<file path="config.mk">
export PLATFORM = sky130hd
export DESIGN_NAME = main_mem_ctrl
export DESIGN_NICKNAME = d
export VERILOG_FILES = /design/src/rtl/main_mem_ctrl.sv
export SDC_FILE = /design/constraint.sdc
export NUM_CORES = 2
export LEC_CHECK = 0
export BUFFER_PORTS_ARGS = -buffer_cell sky130_fd_sc_hd__clkbuf_2
export CAP_MARGIN = 20
export CORE_ASPECT_RATIO = 1.5
export CORE_MARGIN = 5
export CORE_UTILIZATION = 55
export DETAILED_ROUTE_END_ITERATION = 12
export PLACE_DENSITY = 0.71
export SLEW_MARGIN = 10
export SYNTH_ARGS = -nofsm -noshare
export SYNTH_HDL_FRONTEND = slang
export SYNTH_SLANG_ARGS = --single-unit
</file>
<file path="constraint.sdc">
create_clock -name clk -period 7.3 [get_ports clk]
set_clock_uncertainty 0.2 [all_clocks]
set_input_delay 0 -clock clk [delete_from_list [all_inputs] [get_ports clk]]
set_output_delay 0 -clock clk [all_outputs]
set_load 0.02 [all_outputs]
</file>
<file path="src/rtl/main_mem_ctrl.sv">
// Main-memory model behind the cache controller: fixed access latency, then either a
// whole-block read burst (one word per cycle) or a single-word write commit.
`timescale 1ns/1ps
module main_mem_ctrl #(
    parameter int ADDR_W      = 8,
    parameter int DATA_W      = 8,
    parameter int LATENCY     = 4,
    parameter int BLOCK_WORDS = 4
) (
    input  logic                clk,
    input  logic                reset,
    input  logic                MStrobe,
    input  logic                MRW,
    input  logic [ADDR_W-1:0]   MAddr,
    input  logic [DATA_W-1:0]   MDataIn,
    output logic [DATA_W-1:0]   MDataOut,
    output logic                MWordValid,
    output logic [((BLOCK_WORDS > 1) ? $clog2(BLOCK_WORDS) : 1)-1:0] MWordIdx,
    output logic                MRdy,
    output logic                MBusy,
    output logic                MErr
);

    localparam int IDX_W = (BLOCK_WORDS > 1) ? $clog2(BLOCK_WORDS) : 1;
    localparam int CNT_W = (LATENCY > 1) ? $clog2(LATENCY) : 1;
    localparam int DEPTH = 1 << ADDR_W;
    localparam logic [ADDR_W-1:0] OFF_MASK = ADDR_W'(BLOCK_WORDS - 1);
    localparam logic [IDX_W-1:0]  LAST_IDX = IDX_W'(BLOCK_WORDS - 1);

    typedef enum logic [1:0] {IDLE, WAIT, XFER, DONE} state_t;

    state_t              state;
    logic [CNT_W-1:0]    cnt;
    logic [ADDR_W-1:0]   addr_q;
    logic                rw_q;
    logic [DATA_W-1:0]   data_q;
    logic [DATA_W-1:0]   mem [DEPTH];

    logic [ADDR_W-1:0]   blk_base;
    logic [ADDR_W-1:0]   rd_addr_next;
    logic [IDX_W-1:0]    idx_next;
    logic                commit;

    // The block index only ever fills the low bits, so a burst cannot leave its aligned block.
    assign blk_base     = addr_q & ~OFF_MASK;
    assign idx_next     = MWordIdx + IDX_W'(1);
    assign rd_addr_next = blk_base | ADDR_W'(idx_next);
    assign commit       = !reset && (state == WAIT) && (cnt == '0) && rw_q;
    assign MBusy        = (state != IDLE);

    // Request fields are captured once so the bus may change freely during the access.
    always_ff @(posedge clk) begin
        if (state == IDLE && MStrobe) begin
            addr_q <= MAddr;
            rw_q   <= MRW;
            data_q <= MDataIn;
        end
    end

    // Array has no reset: contents survive a controller reset.
    always_ff @(posedge clk) begin
        if (commit)
            mem[addr_q] <= data_q;
    end

    always_ff @(posedge clk) begin
        if (reset) begin
            state      <= IDLE;
            cnt        <= '0;
            MDataOut   <= '0;
            MWordValid <= 1'b0;
            MWordIdx   <= '0;
            MRdy       <= 1'b0;
            MErr       <= 1'b0;
        end else begin
            MRdy <= 1'b0;
            if (MStrobe && state != IDLE)
                MErr <= 1'b1;
            case (state)
                IDLE: begin
                    if (MStrobe) begin
                        cnt   <= CNT_W'(LATENCY - 1);
                        state <= WAIT;
                    end
                end
                WAIT: begin
                    if (cnt != '0) begin
                        cnt <= cnt - 1'b1;
                    end else if (rw_q) begin
                        MRdy  <= 1'b1;
                        state <= DONE;
                    end else begin
                        MWordIdx   <= '0;
                        MWordValid <= 1'b1;
                        MDataOut   <= mem[blk_base];
                        MRdy       <= (BLOCK_WORDS == 1);
                        state      <= XFER;
                    end
                end
                XFER: begin
                    if (MWordIdx == LAST_IDX) begin
                        MWordValid <= 1'b0;
                        MWordIdx   <= '0;
                        state      <= IDLE;
                    end else begin
                        MWordIdx <= idx_next;
                        MDataOut <= mem[rd_addr_next];
                        MRdy     <= (idx_next == LAST_IDX);
                    end
                end
                DONE: state <= IDLE;
                default: state <= IDLE;
            endcase
        end
    end

endmodule

</file>
# After elaboration in Yosys (flattened, before gate mapping)
# Memories as Yosys holds them, arrays and structs flattened. A register that Yosys moved wholly into a read port is not among the register bits.
# Index checks and enable logic that the tools add are counted.
# word_totals
register_bits,34
ram_bits,2048
input_bits,20
out_inout_bits,14
word_cells,69
memories,1
# mem_list
memory,words,width,read_ports,rd_clocked_by_memory_dff,wr,line,source
mem,256,8,2,1,1,37,logic [DATA_W-1:0] mem [DEPTH];
# classes
addsub,2
eq_ne,11
n_mux,27
bitwise_logic,1
reduce_logical,17
# ops
op,n
two-way mux 8 bit,4
two-way mux 2 bit,8
one-hot mux 8 bit (2 select lines),1
"inequality test 2 bit, second input constant",5
two-way mux 1 bit,9
AND reduction 3 bit,3
"equality test 2 bit, second input constant",4
OR 8 x 2 -> 8 bit,1
one-hot mux 2 bit (2 select lines),2
one-hot mux 2 bit (4 select lines),1
AND reduction 4 bit,2
nonzero test 2 bit,4
logical AND 1 bit,5
logical NOT 2 bit,2
one-hot mux 1 bit (2 select lines),2
"adder 2 x 1 -> 2 bit, second input constant",1
"equality test 2 x 1 -> 1 bit, second input constant",1
"inequality test 2 x 1 -> 1 bit, second input constant",1
"subtractor 2 x 1 -> 2 bit, second input constant",1
logical NOT 1 bit,1

# Logic depth before layout (Yosys ltp)
# logic_depth
word_depth,6
mapped_depth,19
ltp_nobuf,9

# Worst setup path after synthesis
# No wires, ideal clock.
# synth_timing
kind,register -> register
from,reg data_q[0]
to,mem mem[0][0] (data pin)
setup_time_ps,817
arrival_time_ps,3228
t_required_ps,6283
setup_slack_ps,3054
stages_incl_launch_ff,1
path_buffers,0
synth_period_minus_slack_ps,4246
cell_sequence,edfxtp_1
# synth_rtl
item,line,source
start: declaration,36,logic [DATA_W-1:0] data_q;
start signal: assignment,56,data_q <= MDataIn;
end: declaration,37,
# Straight into the memory's write port.

# Final worst setup path
# layout_timing
from,reg MWordIdx[0] in the netlist's numbering
to,reg MDataOut[3]
# layout_between
elab_chain_cells,5
word_cells_on_any_way,8
cone_classes,add/sub (1); eq/ne (2); mux (2); bitwise (1); reduce/logical (1); memory (1)
# layout_rtl
item,line,source
start: declaration,18,"output logic [((BLOCK_WORDS > 1) ? $clog2(BLOCK_WORDS) : 1)-1:0] MWordIdx,"
start signal: assignment,106,MWordIdx <= idx_next;
adder 2 x 1 -> 2 bit,46,assign idx_next = MWordIdx + IDX_W'(1);
OR 8 x 2 -> 8 bit,47,assign rd_addr_next = blk_base | ADDR_W'(idx_next);
memory read (256 x 8 bit),--,
two-way mux 8 bit,101,if (MWordIdx == LAST_IDX) begin
one-hot mux 8 bit (2 select lines),79,case (state)
end signal: assignment,95,MDataOut <= mem[blk_base];
end signal: assignment,107,MDataOut <= mem[rd_addr_next];
end: declaration,16,"output logic [DATA_W-1:0] MDataOut,"
# Several ways; a longest one is shown, not always the timed one. The select of a mux whose other input is x is not followed.
# A chain may end at the register's enable or synchronous reset.

==> report_table.html <==
<table>
<tr><th>Metric</th><th>Value</th></tr>
<tr><th colspan="2">Setup path</th></tr>
<tr><td>Required time at the worst-slack endpoint</td><td>7.81 ns</td></tr>
<tr><td>Slowest Stage Delay on Critical Path</td><td>around 0.76 ns</td></tr>
<tr><td>Category of cells accounting for the largest share of critical-path delay</td><td>buffers and inverters</td></tr>
<tr><td>Buf/Inv on CP</td><td>3</td></tr>
<tr><td>Sequence of cells on the critical path</td><td>inv_4, ha_4, buf_12, buf_4, mux2_2, o21ai_0, a21oi_1, o41ai_1, a311oi_1, a2111oi_2, a31oi_1</td></tr>
<tr><td>CP Max Fanout</td><td>approximately 100</td></tr>
<tr><td>Arr. time, crit path</td><td>between 5 and 6 ns</td></tr>
<tr><td>Startpoint type of the worst setup path</td><td>register</td></tr>
<tr><td>Reg-to-reg setup timing slack</td><td>about 2.0 ns</td></tr>
<tr><td>Slowest library cell on the worst path</td><td>sky130_fd_sc_hd__ha_4</td></tr>
<tr><td>Category of the worst setup path capture point</td><td>register</td></tr>
<tr><td>Kind of critical path</td><td>reg2reg</td></tr>
<tr><th colspan="2">Timing</th></tr>
<tr><td>Crit path time final</td><td>roughly 5.3 ns</td></tr>
<tr><td>Unrepaired setup endpoints after global routing</td><td>no</td></tr>
<tr><td>Setup TNS Final</td><td>0 ns</td></tr>
<tr><td>Number of setup violations in the final report</td><td>0</td></tr>
<tr><td>Final worst path period share</td><td>72.0%</td></tr>
<tr><td>Minimum hold slack</td><td>approximately 0.21 ns</td></tr>
<tr><td>Worst relative slew slack</td><td>between 10% and 20%</td></tr>
<tr><td>Count of endpoints failing hold in the final timing report</td><td>0</td></tr>
<tr><td>Slew at the pin closest to its max-slew limit</td><td>between 1 and 1.5 ns</td></tr>
<tr><td>Maximum clock frequency</td><td>190 MHz</td></tr>
<tr><td>Pins Over Slew Limit</td><td>0</td></tr>
<tr><th colspan="2">Synth</th></tr>
<tr><td>Library cells used by synthesis</td><td>55</td></tr>
<tr><td>Count of warnings emitted by yosys</td><td>0</td></tr>
<tr><td>Average size of a mapped cell</td><td>between 20 and 25 sq um</td></tr>
<tr><td>Cells after Synth</td><td>3992</td></tr>
<tr><td>Post-synthesis sequential area ratio</td><td>between 70% and 80%</td></tr>
<tr><td>Post-Syn Nets</td><td>4020</td></tr>
<tr><td>Proportion of register bits with asynchronous set or reset after synthesis</td><td>0%</td></tr>
<tr><td>Commonest register cell after synthesis</td><td>sky130_fd_sc_hd__edfxtp_1</td></tr>
<tr><td>Flops &amp; latches, synth</td><td>2088</td></tr>
<tr><td>EDFF count, synth</td><td>2065</td></tr>
<tr><td>Cell area after synthesis</td><td>between 80000 and 90000 sq um</td></tr>
<tr><th colspan="2">Die</th></tr>
<tr><td>Floorplan die area</td><td>between 150000 and 200000 sq um</td></tr>
<tr><td>I/O pin cnt</td><td>34</td></tr>
<tr><td>DIE HEIGHT</td><td>around 500 microns</td></tr>
<tr><td>Starting density of the core</td><td>around 55%</td></tr>
<tr><td>Die width</td><td>approximately 330 microns</td></tr>
<tr><td>Total number of placement rows</td><td>roughly 180</td></tr>
<tr><td>Area of the core region</td><td>about 150000 sq um</td></tr>
<tr><th colspan="2">Pwr</th></tr>
<tr><td>Psw</td><td>0.00818 W</td></tr>
<tr><td>Part of the power in the clock network</td><td>between 30 and 40%</td></tr>
<tr><td>Cell-internal power</td><td>0.0208 W</td></tr>
<tr><td>Leakage power summed over all cells</td><td>between 20 and 30 nW</td></tr>
<tr><td>Pwr dens</td><td>311 nW/um^2</td></tr>
<tr><td>Logic gate share of total power</td><td>about a fifth</td></tr>
<tr><td>Part of the power in registers</td><td>48.9%</td></tr>
<tr><td>Total power</td><td>roughly 0.029 W</td></tr>
<tr><td>Switching part of the total</td><td>28.3%</td></tr>
<tr><td>Highest ir drop seen on vdd</td><td>slightly above 0.0003 V</td></tr>
<tr><th colspan="2">Clock tree</th></tr>
<tr><td>Number of CTS-inserted buffers</td><td>181</td></tr>
<tr><td>Total of hold buffers inserted after clock tree synthesis</td><td>39</td></tr>
<tr><td>Root cell of the clock tree</td><td>sky130_fd_sc_hd__clkbuf_16</td></tr>
<tr><td>Clock latency of the later-clocked register in the worst-skew pair</td><td>approximately 0.84 ns</td></tr>
<tr><td>Number of levels in the clock H-tree</td><td>4</td></tr>
<tr><td>Number of sinks on the clock net</td><td>2088</td></tr>
<tr><td>Number of gates resized after CTS</td><td>0</td></tr>
<tr><td>Clk slew on worst S/H paths</td><td>0.07 ns</td></tr>
<tr><td>Number of buffers inserted to repair setup after CTS</td><td>0</td></tr>
<tr><td>CTS tree</td><td>done</td></tr>
<tr><td>Maximum root-to-sink buffer count</td><td>3</td></tr>
<tr><th colspan="2">Drt</th></tr>
<tr><td>Final Routed Wirelength</td><td>around 240000 microns</td></tr>
<tr><td>Total vias in the final route</td><td>about 44000</td></tr>
<tr><td>Initial DRC Count</td><td>between 6000 and 7000</td></tr>
<tr><td>DR vias/cell</td><td>6.96</td></tr>
<tr><td>DRC viols</td><td>0</td></tr>
<tr><td>Final ANT Viol Nets</td><td>0</td></tr>
<tr><td>Wire length per cell</td><td>~38 microns</td></tr>
<tr><td>Pre-Repair DR Iteration Count</td><td>8</td></tr>
<tr><th colspan="2">Placement</th></tr>
<tr><td>Area after DPL</td><td>87100 sq um</td></tr>
<tr><td>DP Wirelength</td><td>around 150000 microns</td></tr>
<tr><td>Final GP Congestion</td><td>0.954</td></tr>
<tr><td>Placed cell count</td><td>5904</td></tr>
<tr><td># port buffers</td><td>33</td></tr>
<tr><th colspan="2">Run</th></tr>
<tr><td>MaxCap Viol Count</td><td>0</td></tr>
<tr><th colspan="2">Global routing</th></tr>
<tr><td>All-Layer GR Usage</td><td>between 20% and 30%</td></tr>
<tr><td>Gr ovfl total</td><td>0</td></tr>
<tr><td>First-pass GRT wire length</td><td>around 340000 microns</td></tr>
<tr><td>Vias in the first global route</td><td>between 40000 and 50000</td></tr>
<tr><td>Number of antenna violations at the first check in global routing</td><td>9</td></tr>
<tr><td>Largest net degree at the start of global routing</td><td>a little over 200</td></tr>
<tr><th colspan="2">Run status</th></tr>
<tr><td>Status</td><td>completed</td></tr>
<tr><th colspan="2">Worst hold path</th></tr>
<tr><td>Classification of the worst-slack hold path</td><td>in2reg</td></tr>
<tr><th colspan="2">Final layout</th></tr>
<tr><td>Count of nets after finishing</td><td>between 4000 and 5000</td></tr>
<tr><td>Final standard cell area without fillers</td><td>between 90000 and 100000 sq um</td></tr>
<tr><td>Leading cell type in the layout, fill and taps excluded</td><td>sky130_fd_sc_hd__edfxtp_1</td></tr>
<tr><td>Share of layout cells above drive strength 1</td><td>~26%</td></tr>
<tr><td>Filler instances</td><td>10700</td></tr>
<tr><td>Post-route non-filler standard cell count</td><td>6277</td></tr>
<tr><td>Top library cells by usage in the layout, fill and taps aside</td><td>2065 x sky130_fd_sc_hd__edfxtp_1, 654 x sky130_fd_sc_hd__mux4_2, 308 x sky130_fd_sc_hd__nor2_1, 185 x sky130_fd_sc_hd__clkbuf_16, 111 x sky130_fd_sc_hd__mux2i_1</td></tr>
<tr><td>Area growth from synthesis to layout</td><td>9.90%</td></tr>
</table>
## routing by layer
metal,GRT usage [%],wire [microns],vias to the layer above
met2,46.9,116000,2907
met3,6.76,25100,639
met5,0,47,-
met1,38.4,79800,23000
li1,-,-,17100
met4,15.7,16000,6
## synthesized netlist by cell type (all sizes together) (3+ instances only)
library cell | n | share of area, %
a2111oi | 14 | 0.15
a211o | 5 | 0.052
a211oi | 51 | 0.45
a21oi | 58 | 0.34
a221oi | 7 | 0.072
a22oi | 39 | 0.35
a31oi | 7 | 0.052
a32o | 8 | 0.094
a41oi | 7 | 0.072
and2 | 12 | 0.089
and3 | 6 | 0.044
buf | 162 | 1.2
clkbuf | 94 | 0.42
dfxtp | 23 | 0.54
edfxtp | 2065 | 73
ha | 8 | 0.12
inv | 9 | 0.040
mux2 | 38 | 0.50
mux2i | 111 | 1.3
mux4 | 660 | 18
nand2 | 75 | 0.33
nand2b | 9 | 0.066
nand3 | 12 | 0.071
nand3b | 7 | 0.062
nand4 | 6 | 0.044
nor2 | 311 | 1.4
nor2b | 37 | 0.27
nor3 | 4 | 0.024
nor4 | 6 | 0.044
o21ai | 24 | 0.14
o221ai | 23 | 0.24
o22a | 7 | 0.072
o22ai | 58 | 0.43
o41ai | 7 | 0.072
or2 | 4 | 0.030
or3 | 3 | 0.022
or3b | 3 | 0.031
## cells by family (layout without fill, tap and decap cells)
family | Yosys count | count (layout) | synth area share (%)
muxes | 809 | 809 | 19.4
and+or+nand+nor | 498 | 498 | 2.54
other | 0 | 5 | 0
adders and majority gates | 8 | 8 | 0.118
buffers and inverters | 265 | 498 | 1.61
DFF | 2088 | 2088 | 73.7
AOI/OAI and AO/OA | 324 | 324 | 2.68
## power groups by stage
| stage | logic [W] | registers (W) | clock network [W] |
|---|---|---|---|
| floorplan | 0.00291 | 0.0147 | 0 |
| global placement | 0.00531 | 0.0144 | 0 |
| detailed placement | 0.00538 | 0.0144 | 0 |
| CTS | 0.00541 | 0.0141 | 0.00934 |
| global route | 0.00563 | 0.0141 | 0.00985 |
| finish | 0.00552 | 0.0141 | 0.00929 |
## worst reg2reg max path: stages, from the launching register on
cell and delay, ns:
sky130_fd_sc_hd__dfxtp_4 0.66, sky130_fd_sc_hd__inv_4 0.41, sky130_fd_sc_hd__ha_4 0.76, sky130_fd_sc_hd__buf_12 0.52, sky130_fd_sc_hd__buf_4 0.83, sky130_fd_sc_hd__mux2_2 0.41, sky130_fd_sc_hd__o21ai_0 0.15, sky130_fd_sc_hd__a21oi_1 0.09
sky130_fd_sc_hd__o41ai_1 0.39, sky130_fd_sc_hd__a311oi_1 0.27, sky130_fd_sc_hd__a2111oi_2 0.34, sky130_fd_sc_hd__a31oi_1 0.12
## flip-flops by register name (all words and copies together), names as in the netlist, named ones only
register,flops
mem,2048
MDataOut,8
addr_q,8
data_q,8
MWordIdx,2
cnt,2
state,2
MErr,1
MRdy,1
MWordValid,1
rw_q,1
## through the flow
step           util [%]  worst slack [ns]
2_1_floorplan         -              3.05
3_3_place_gp       56.8              1.37
3_5_place_dp       56.9              2.20
4_1_cts            60.7              2.16
5_1_grt            60.8              1.91
6_report           60.8              2.05
## path summary, 6_finish.rpt
| check | start | endpoint | cells past startpoint |
|---|---|---|---|
| worst max-delay path | MWordIdx[0] | MDataOut[3] | 11 |
| worst min-delay path | reset | MDataOut[4] | 6 |
| worst max register to register | MWordIdx[0] | MDataOut[3] | 11 |
| worst min register to register | MWordValid | MWordValid | 2 |
## cell type report
class / count / area, sq um / share of cell area (%)
timing repair buffer: 164 / 1480 / 1.58
clock inverter: 92 / 748 / 0.803
tap: 2047 / 2560 / 2.75
antenna: 5 / 12.5 / 0.0134
clock buffer: 233 / 4830 / 5.18
multi-input combinational: 1639 / 21000 / 22.6
sequential: 2088 / 62500 / 67.1
inverter: 9 / 36.3 / 0.0389
(Power assumes the default switching activity.)
